## src/rtl/fetch_unit.sv

```systemverilog
// Instruction fetch stage: holds one fetched instruction for decode, tracks the PC,
// and handles stall, redirect, halt and misaligned-target cases.
module fetch_unit #(
  parameter logic [31:0] RESET_ADDR = 32'h0000_0000
) (
  input  logic        i_clk,
  input  logic        i_rst,
  input  logic        i_stall,
  input  logic        i_redirect,
  input  logic [31:0] i_redirect_pc,
  input  logic        i_halt,
  output logic        o_imem_ren,
  output logic [31:0] o_imem_raddr,
  input  logic [31:0] i_imem_rdata,
  input  logic        i_imem_rvalid,
  output logic [31:0] o_inst,
  output logic [31:0] o_inst_pc,
  output logic [31:0] o_nxt_pc,
  output logic        o_valid,
  output logic [31:0] o_fetch_cnt
);

  localparam logic [31:0] NOP = 32'h0000_0013;

  typedef enum logic {RUN, HALTED} state_t;

  state_t      state_q, state_d;
  logic [31:0] pc_q, pc_d;
  logic [31:0] inst_q, inst_d;
  logic [31:0] inst_pc_q, inst_pc_d;
  logic        valid_q, valid_d;
  logic [31:0] cnt_q, cnt_d;
  logic        capture;

  // A misaligned PC never requests, so the stage parks until redirect/halt/reset.
  assign o_imem_ren = (state_q == RUN) && (pc_q[1:0] == 2'b00) && !(valid_q && i_stall)
                      && !i_redirect && !i_halt;
  assign capture    = o_imem_ren && i_imem_rvalid;

  assign o_imem_raddr = pc_q;
  assign o_nxt_pc     = pc_q;
  assign o_inst       = inst_q;
  assign o_inst_pc    = inst_pc_q;
  assign o_valid      = valid_q;
  assign o_fetch_cnt  = cnt_q;

  always_ff @(posedge i_clk or posedge i_rst) begin
    if (i_rst) begin
      state_q   <= RUN;
      pc_q      <= RESET_ADDR;
      inst_q    <= NOP;
      inst_pc_q <= RESET_ADDR;
      valid_q   <= 1'b0;
      cnt_q     <= 32'd0;
    end else begin
      state_q   <= state_d;
      pc_q      <= pc_d;
      inst_q    <= inst_d;
      inst_pc_q <= inst_pc_d;
      valid_q   <= valid_d;
      cnt_q     <= cnt_d;
    end
  end

  always_comb begin
    state_d   = state_q;
    pc_d      = pc_q;
    inst_d    = inst_q;
    inst_pc_d = inst_pc_q;
    valid_d   = valid_q;
    cnt_d     = cnt_q;
    if (state_q == HALTED) begin
      valid_d = 1'b0;
    end else if (i_halt) begin
      state_d = HALTED;
      valid_d = 1'b0;
    end else if (i_redirect) begin
      pc_d    = i_redirect_pc;
      valid_d = 1'b0;
    end else if (valid_q && i_stall) begin
      valid_d = 1'b1;
    end else if (capture) begin
      inst_d    = i_imem_rdata;
      inst_pc_d = pc_q;
      valid_d   = 1'b1;
      pc_d      = pc_q + 32'd4;
      cnt_d     = cnt_q + 32'd1;
    end else begin
      valid_d = 1'b0;
    end
  end

endmodule

```

## config.mk

```make
export PLATFORM = sky130hd
export DESIGN_NAME = fetch_unit
export DESIGN_NICKNAME = d
export VERILOG_FILES = /design/src/rtl/fetch_unit.sv
export SDC_FILE = /design/constraint.sdc
export NUM_CORES = 1
export LEC_CHECK = 0
export CORE_MARGIN = 5
export CORE_UTILIZATION = 40
export DETAILED_ROUTE_END_ITERATION = 16
export MAX_ROUTING_LAYER = met4
export PLACE_DENSITY = 0.77
export SYNTH_ARGS = -nofsm -noshare
export SYNTH_HDL_FRONTEND = slang
export SYNTH_SLANG_ARGS = --single-unit
```

## constraint.sdc

```tcl
create_clock -name i_clk -period 4.41 [get_ports i_clk]
set_input_delay 0.882 -clock i_clk [delete_from_list [all_inputs] [get_ports i_clk]]
set_output_delay 0.882 -clock i_clk [all_outputs]
set_load 0.01 [all_outputs]
```

# Yosys cells after proc, flatten, opt, wreduce, memory -nomap -nowiden
# Cells that the tools add are included.
# totals
reg_bits	130
in_bits	70
output_inout_bits	162
wordCells	36
# classes
addsub	2
n_eq_ne	1
muxes	10
n_bitwise	4
reduce_logical	13
# ops
cell	count
32-bit two-way mux	3
32-bit by 1-bit adder with 32-bit output (second input constant)	1
32-bit by 3-bit adder with 32-bit output (second input constant)	1
1-bit two-way mux	7
1-bit logical AND	6
5-bit AND reduction	1
1-bit NOT	4
4-bit AND reduction	1
1-bit logical NOT	3
2-bit logical NOT	1
2-bit inequality test (second input constant)	1
2-bit nonzero test	1

# Logic depth before layout (Yosys ltp)
# Gate-level depths: netlist (run 1).
# depth
depth_word	11
mapped_depth	7
ltp_nobuf	6

# Worst setup path after synthesis (run 1)
# No wires, ideal clock.
# synth_timing
kind	input to register
from	input i_redirect
to	register cnt_q[16] (netlist: o_fetch_cnt[16])
arrival_ns	2.360
slack_ns	1.923
stages	5
n_path_buf	0
path_cell_list	or3_1 > or4_4 > nor4_4 > nand3_1 > xnor2_1
# synth_via
elab_chain_len	5
elab_cells_between_ends	6
cone_classes	bitwise (1); reduce/logical (5)
# synth_rtl
item	line	text
start, declared	9	input logic i_redirect,
1-bit logical NOT	37	&& !i_redirect && !i_halt;
1-bit logical AND (2 in series)	37	
1-bit logical AND	38	assign capture = o_imem_ren && i_imem_rvalid;
5-bit AND reduction (no line) (*)	n/a	
end signal, assigned	61	cnt_q <= cnt_d;
end, declared	32	logic [31:0] cnt_q, cnt_d;
# Mark *: on every way between the ends. The rest lies on a longest branch, timed or not.
# A chain may end at the register's enable or synchronous reset.

# Worst setup path in the final report (run 1)
# layout_timing
from	input i_halt
to	output o_imem_ren
# layout_via
elab_chain_len	2
# layout_rtl
item	line	text
start, declared	11	input logic i_halt,
1-bit logical NOT	37	
1-bit logical AND	37	
end, declared	12	output logic o_imem_ren,
# Every way passes these cells.

==> results of run 1 <==
worst min-delay path by stage:
| stage | from | cells past startpoint | endpoint |
|---|---|---|---|
| 6_report | o_inst[4] | 2 | o_inst[4] |
| 5_1_grt | o_inst[4] | 2 | o_inst[4] |
| 4_1_cts | o_inst[4] | 2 | o_inst[4] |
| 3_5_place_dp | o_inst[4] | 2 | o_inst[4] |
| 3_3_place_gp | o_inst[1] | 2 | o_inst[1] |
| 2_1_floorplan | o_inst[0] | 2 | o_inst[0] |
sequential cells by signal, indices dropped and copies added (netlist names):
| signal | cells |
|---|---|
| state_q | 1 |
| o_inst_pc | 32 |
| o_fetch_cnt | 32 |
| o_inst | 32 |
| o_valid | 1 |
| o_imem_raddr | 32 |
power by group:
part	total, µW	internal [µW]	leakage (µW)	switching [µW]
Clock	1570	1040	0.000313	538
Combinational	425	248	0.00201	177
Sequential	1340	1250	0.00172	89.0
layout by cell type, fill, tap and decap left out, types with 4 or more instances in the layout:
master	synthesis	final
xnor2_1	18	18
clkdlybuf4s50_1	0	230
bufinv_16	0	5
clkbuf_16	0	17
a31oi_1	6	6
nand2_1	215	215
buf_4	34	8
and3_1	5	5
nand4_1	17	17
inv_1	10	9
a21oi_1	20	20
nor2_1	42	41
nor4_1	8	8
dfrtp_1	127	127
nor3_1	8	8
nand3_1	24	23
o221a_2	4	4
xor2_1	13	13
o21ai_0	28	28
cell families (layout without fill, tap and decap cells):
kind of cell,Yosys count,count (layout),share of synthesized area (%)
mux,3,3,0.4880
buf+inv,76,283,6.913
flops,130,130,52.93
fa+ha+maj,2,2,0.4066
xor+xnor,31,31,4.412
simple gates,343,343,24.68
compound gates,93,93,10.17
Yosys cell counts (2+ instances only):
| master | n | area [µm²] |
|---|---|---|
| nand4_2 | 2 | 25.02 |
| ha_1 | 2 | 25.02 |
| and4_1 | 2 | 17.52 |
| nand4_1 | 17 | 106.4 |
| dfstp_2 | 3 | 78.83 |
| xor2_1 | 13 | 113.9 |
| nand2_1 | 215 | 807.0 |
| a22oi_1 | 3 | 22.52 |
| inv_1 | 10 | 37.54 |
| clkbuf_1 | 24 | 90.09 |
| o211ai_1 | 2 | 15.01 |
| mux2i_1 | 3 | 30.03 |
| a21oi_1 | 20 | 100.1 |
| and3_1 | 5 | 31.28 |
| a41o_1 | 2 | 20.02 |
| xnor2_1 | 18 | 157.7 |
| buf_2 | 3 | 15.01 |
| nor2_1 | 42 | 157.7 |
| a2bb2oi_1 | 3 | 26.28 |
| buf_1 | 2 | 7.510 |
| nor4_1 | 8 | 50.05 |
| or3_1 | 2 | 12.51 |
| o21a_1 | 2 | 15.01 |
| nand3_1 | 24 | 120.1 |
| o221a_2 | 4 | 45.04 |
| o22ai_1 | 2 | 12.51 |
| buf_4 | 34 | 255.2 |
| or4_4 | 2 | 22.52 |
| dfrtp_1 | 127 | 3178 |
| a31oi_1 | 6 | 37.54 |
| or2_2 | 2 | 12.51 |
| o21ai_0 | 28 | 140.1 |
| a32oi_1 | 2 | 17.52 |
| nor2b_1 | 3 | 18.77 |
| or4_1 | 2 | 15.01 |
| o32ai_1 | 2 | 17.52 |
| o2bb2ai_1 | 2 | 17.52 |
| o22a_1 | 2 | 17.52 |
| nor3_1 | 8 | 40.04 |
| and2_1 | 3 | 18.77 |
area by class of cell:
class,instances,share of cell area (%)
clock inverter,12,2.246
timing repair buffer,240,26.30
inverter,11,0.5099
clock buffer,20,5.030
sequential,130,35.87
tap,188,2.591
multi-input combinational,472,27.45
routing by layer:
metal | track usage, % | wire [µm]
met5 | - | 0
met4 | 6.674 | 345
met3 | 5.214 | 1271
met2 | 32.85 | 8919
met1 | 28.19 | 8082
worst reg2reg max path, cell delays in order (launching register included):
cell and delay (ns):
dfrtp_1 0.55, ha_1 0.28, nand4_1 0.20, or4_1 0.59, nor2_1 0.30, nand2_1 0.18, o221a_2 0.29
metrics by stage:
step | power, µW | utilization, % | worst slack, ns
final | 3338 | 59.94 | 1.094
after global routing | 3469 | 59.94 | 1.014
after CTS | 3370 | 59.94 | 1.092
after detailed placement | 1789 | 55.58 | 1.092
after global placement | 1782 | 55.58 | 1.087
after floorplan | 1533 | - | 0.06362
==> impl_metrics.toml, run 1 <==
[status]
outcome = "complete, no violations"

[setup_path]
crit_path_start = "i_halt"
reg2reg_depth = 6
crit_buf_inv = 2
path_max_fanout = 4
crit_path_end = "o_imem_ren"
path_depth = 4
crit_family = "buffers and inverters"
rr_endpoint = "o_imem_raddr[28]"
r2r_slack_ns = 1.91
worst_setup_path_start_kind = "input pin"
r2r_start = "o_imem_raddr[2]"
slowest_stage = "clkdlybuf4s50_1"
crit_top_cell = "clkdlybuf4s50_1"
critPathMaxStageDelay_ns = 0.56
crit_chain = "clkdlybuf4s50_1 -> or3_1 -> nor2_1 -> clkdlybuf4s50_1"
cp.required_ns = 3.53
crit_type = "input pin to output port"
worst_ep_arrival_time_ns = 2.43
endpoint_kind = "output port"

[clocking]
cts.sinks = 130
cts_buffers = 17
insertion_delay_ns = 0.43
cts_max_level = 4
cts_setup_buffers = 0
cts_buffer_depth = 2
clk_pin_slew_worst_paths_ns = 0.06
cts_tree = "yes"
hold_buffers = 0
root_buffer = "clkbuf_16"
ctsResizeCount = 0

[power]
p_per_area_nw_per_um2 = 367.7
p_leak_uw = 0.004044
ir_worst_vdd_uv = 260.8

[placement]
dp_hpwl_um = 13420
place_area_um2 = 8418
gp_congestion = 0.8570
dp_cells = 1041
portBuffers = 231

[sta]
hold_viol_final = 0
rsz0062_at_grt = "no"
fin_tns_setup_ns = 0
period_minus_slack_ns = 3.316
slew_viol_final = 0
setup_viol = 0
slew_headroom_pct = 34.32
fmax_mhz = 301.5
worstMarginPinSlew_ns = 0.9763
whs_ns = 0.4632
fin_crit_sh_pct = 75.20
fin_skew_ns = 0.01527

[layout]
stdcell_count = 1073
seq_area_um2 = 3257
final_area_um2 = 9079
diodes = 0
drive_above_1_share_pct = 7.345
nets = 944
n_fill_cell = 1279
areaGrowthSynthToFinish_pct = 47.54
multiInputGateArea_um2 = 2492

[hold_path]
min_path_type = "register to register"

[die]
dieWidth_um = 134.0
dieHeight_um = 134.0
core_area_um2 = 15150
initial_core_util_pct = 40.63
dieArea_um2 = 17960
ios = 232
std_cell_rows = 45

[yosys]
yosysWarnings = 0
syn_inst = 678
synth_cell_types = 62
yosysSeqAreaShare_pct = 52.93
synthArstFlopShare_pct = 100.0
postSynthRegisterBits = 130
synth-edff-count = 0
synthesis.nets = 750
ys.flop_type = "dfrtp_1"
syn_area_um2 = 6153
syn_area_per_cell_um2 = 9.076

[drt]
firstDrtPassIters = 5
drtIter0Drc = 307
avgRoutedWirePerCell_um = 17.35
ant_nets = 0
vias = 5531
wirelength_um = 18620
drc = 0
vias_per_cell = 5.155

[global_routing]
grt_usage_pct = 21.38
gr-total-overflow = 0
grt_max_degree = 80
grt_pass1_vias = 5417
grt_pass1_wl_um = 29430
antenna_found_initial = 0

[job]
cap_viol_max_count = 0
Note: power is estimated with default switching activity, not from simulation.
==> inputs of run 2 (changes only) <==
CORE_UTILIZATION = 45   (was 40)
PLACE_DENSITY = 0.81   (was 0.77)
clock period = 3.4 ns   (was 4.41 ns; I/O delays follow)
==> run 2 against run 1 <==
Net effect:
- first-iteration DRC count is 43% higher
- clock skew decreased by 0.0020 ns
- cell count decreased by 0.75%
- total power grew 27%
- routed wire length fell by 1.4%
- via count is 1.1% higher
- register-to-register slack got worse by 0.98 ns
- critical path type unchanged
- die area is 10% lower
==> impl_metrics.toml, run 2 (synthesis results as in run 1) <==
[global_routing]
gr-total-overflow = 0
grt_pass1_vias = 5502
antenna_found_initial = 1
grt_max_degree = 52
grt_pass1_wl_um = 29750
grt_usage_pct = 24.07

[sta]
worstMarginPinSlew_ns = 0.9907
slew_viol_final = 0
slew_headroom_pct = 33.35
fin_tns_setup_ns = 0
fin_crit_sh_pct = 86.37
period_minus_slack_ns = 2.937
fin_skew_ns = 0.01324
fmax_mhz = 340.5
setup_viol = 0
rsz0062_at_grt = "no"
hold_viol_final = 0

[die]
ios = 232
initial_core_util_pct = 46.10
core_area_um2 = 13350
dieHeight_um = 126.9
std_cell_rows = 42
dieWidth_um = 126.9
dieArea_um2 = 16110

[clocking]
root_buffer = "clkbuf_16"
insertion_delay_ns = 0.42
hold_buffers = 0
cts_buffers = 17
cts_max_level = 4
cts_tree = "yes"
cts.sinks = 130
ctsResizeCount = 0
cts_buffer_depth = 2
clk_pin_slew_worst_paths_ns = 0.06
cts_setup_buffers = 0

[status]
outcome = "complete, no violations"

[drt]
vias = 5591
drtIter0Drc = 439
drc = 0
firstDrtPassIters = 6
ant_nets = 0
wirelength_um = 18350
vias_per_cell = 5.250
avgRoutedWirePerCell_um = 17.23

[layout]
nets = 948
drive_above_1_share_pct = 7.770
layout_common_cells = "clkdlybuf4s50_1 (230), nand2_1 (215), dfrtp_1 (127)"
final_common_cell = "clkdlybuf4s50_1"
areaGrowthSynthToFinish_pct = 47.60

[setup_path]
crit_path_start = "i_halt"
reg2reg_depth = 6
path_max_fanout = 4
endpoint_kind = "output port"
crit_type = "input pin to output port"
worst_setup_path_start_kind = "input pin"
worst_ep_arrival_time_ns = 2.26
cp.required_ns = 2.72
r2r_start = "o_imem_raddr[2]"

[power]
ir_worst_vdd_uv = 336.5
p_per_area_nw_per_um2 = 466.9
finalPower_uw = 4241
p_leak_uw = 0.004062

[hold_path]
min_path_type = "register to register"
hold_start = "o_inst[0]"
holdPathStages = 2

[job]
cap_viol_max_count = 0

[placement]
dp_hpwl_um = 13150
gp_congestion = 0.8568
portBuffers = 231
[run 2: cell count changes in the layout (fill, tap and decap cells not counted), sizes merged]
cell	change
buf	+4
inv	-2
bufinv	-1
clkbuf	+1
clkinv	+1
diode	+1
[run 2: metrics by stage]
| step | instances | instance area (µm²) | worst slack (ns) | util, % | hold WS (ns) |
|---|---|---|---|---|---|
| 5_1_grt | 1065 | 9082 | 0.3716 | 68.04 | 0.4873 |
| 6_report | 1065 | 9082 | 0.4635 | 68.04 | 0.4617 |
| 4_1_cts | 1064 | 9080 | 0.4657 | 68.03 | 0.4671 |
| 2_1_floorplan | 678 | 6157 | 1.113 | - | 0.4645 |
| 3_5_place_dp | 1033 | 8444 | 0.4146 | 63.26 | 0.4578 |
| 3_3_place_gp | 1033 | 8444 | 0.4896 | 63.26 | 0.4471 |
[run 2: layout make-up]
type	instances	area, µm²
diodes	1	2.502
multi-input cells	472	2492
inverters	11	45.04
flip-flops and latches	130	3257
fillers	1068	4265
repair buffers	244	2430
well taps	176	220.2
clock buffers	21	480.5
clock inverters	10	155.1
[run 2: final timing paths]
| path | endpoint | slack (ns) |
|---|---|---|
| max reg2reg | o_imem_raddr[28] | 0.93 |
| min | o_inst[0] | 0.46 |
| min in group asynchronous | o_fetch_cnt[9] | 0.75 |
| max in group asynchronous | o_inst[4] | 1.90 |
| max | o_imem_ren | 0.46 |
| min reg2reg | o_inst[0] | 0.46 |
[run 2: metal layers]
metal	GRT usage (%)	share of wire [%]	routed length [µm]	vias up
met5	-	0	0	-
met4	7.823	1.7	304	0
met1	32.17	44	8010	2672
li1	-	-	-	2660
met3	5.380	6.4	1176	24
met2	36.71	48	8858	235
[run 2: critical path, cell delays in order]
cell and delay [ns]:
clkdlybuf4s50_1 0.44, or3_1 0.42, nor2_1 0.16, clkdlybuf4s50_1 0.55
[run 2: power breakdown]
part           internal (µW)  switching (µW)
logic                    325             229
registers               1620             116
clock network           1290             653
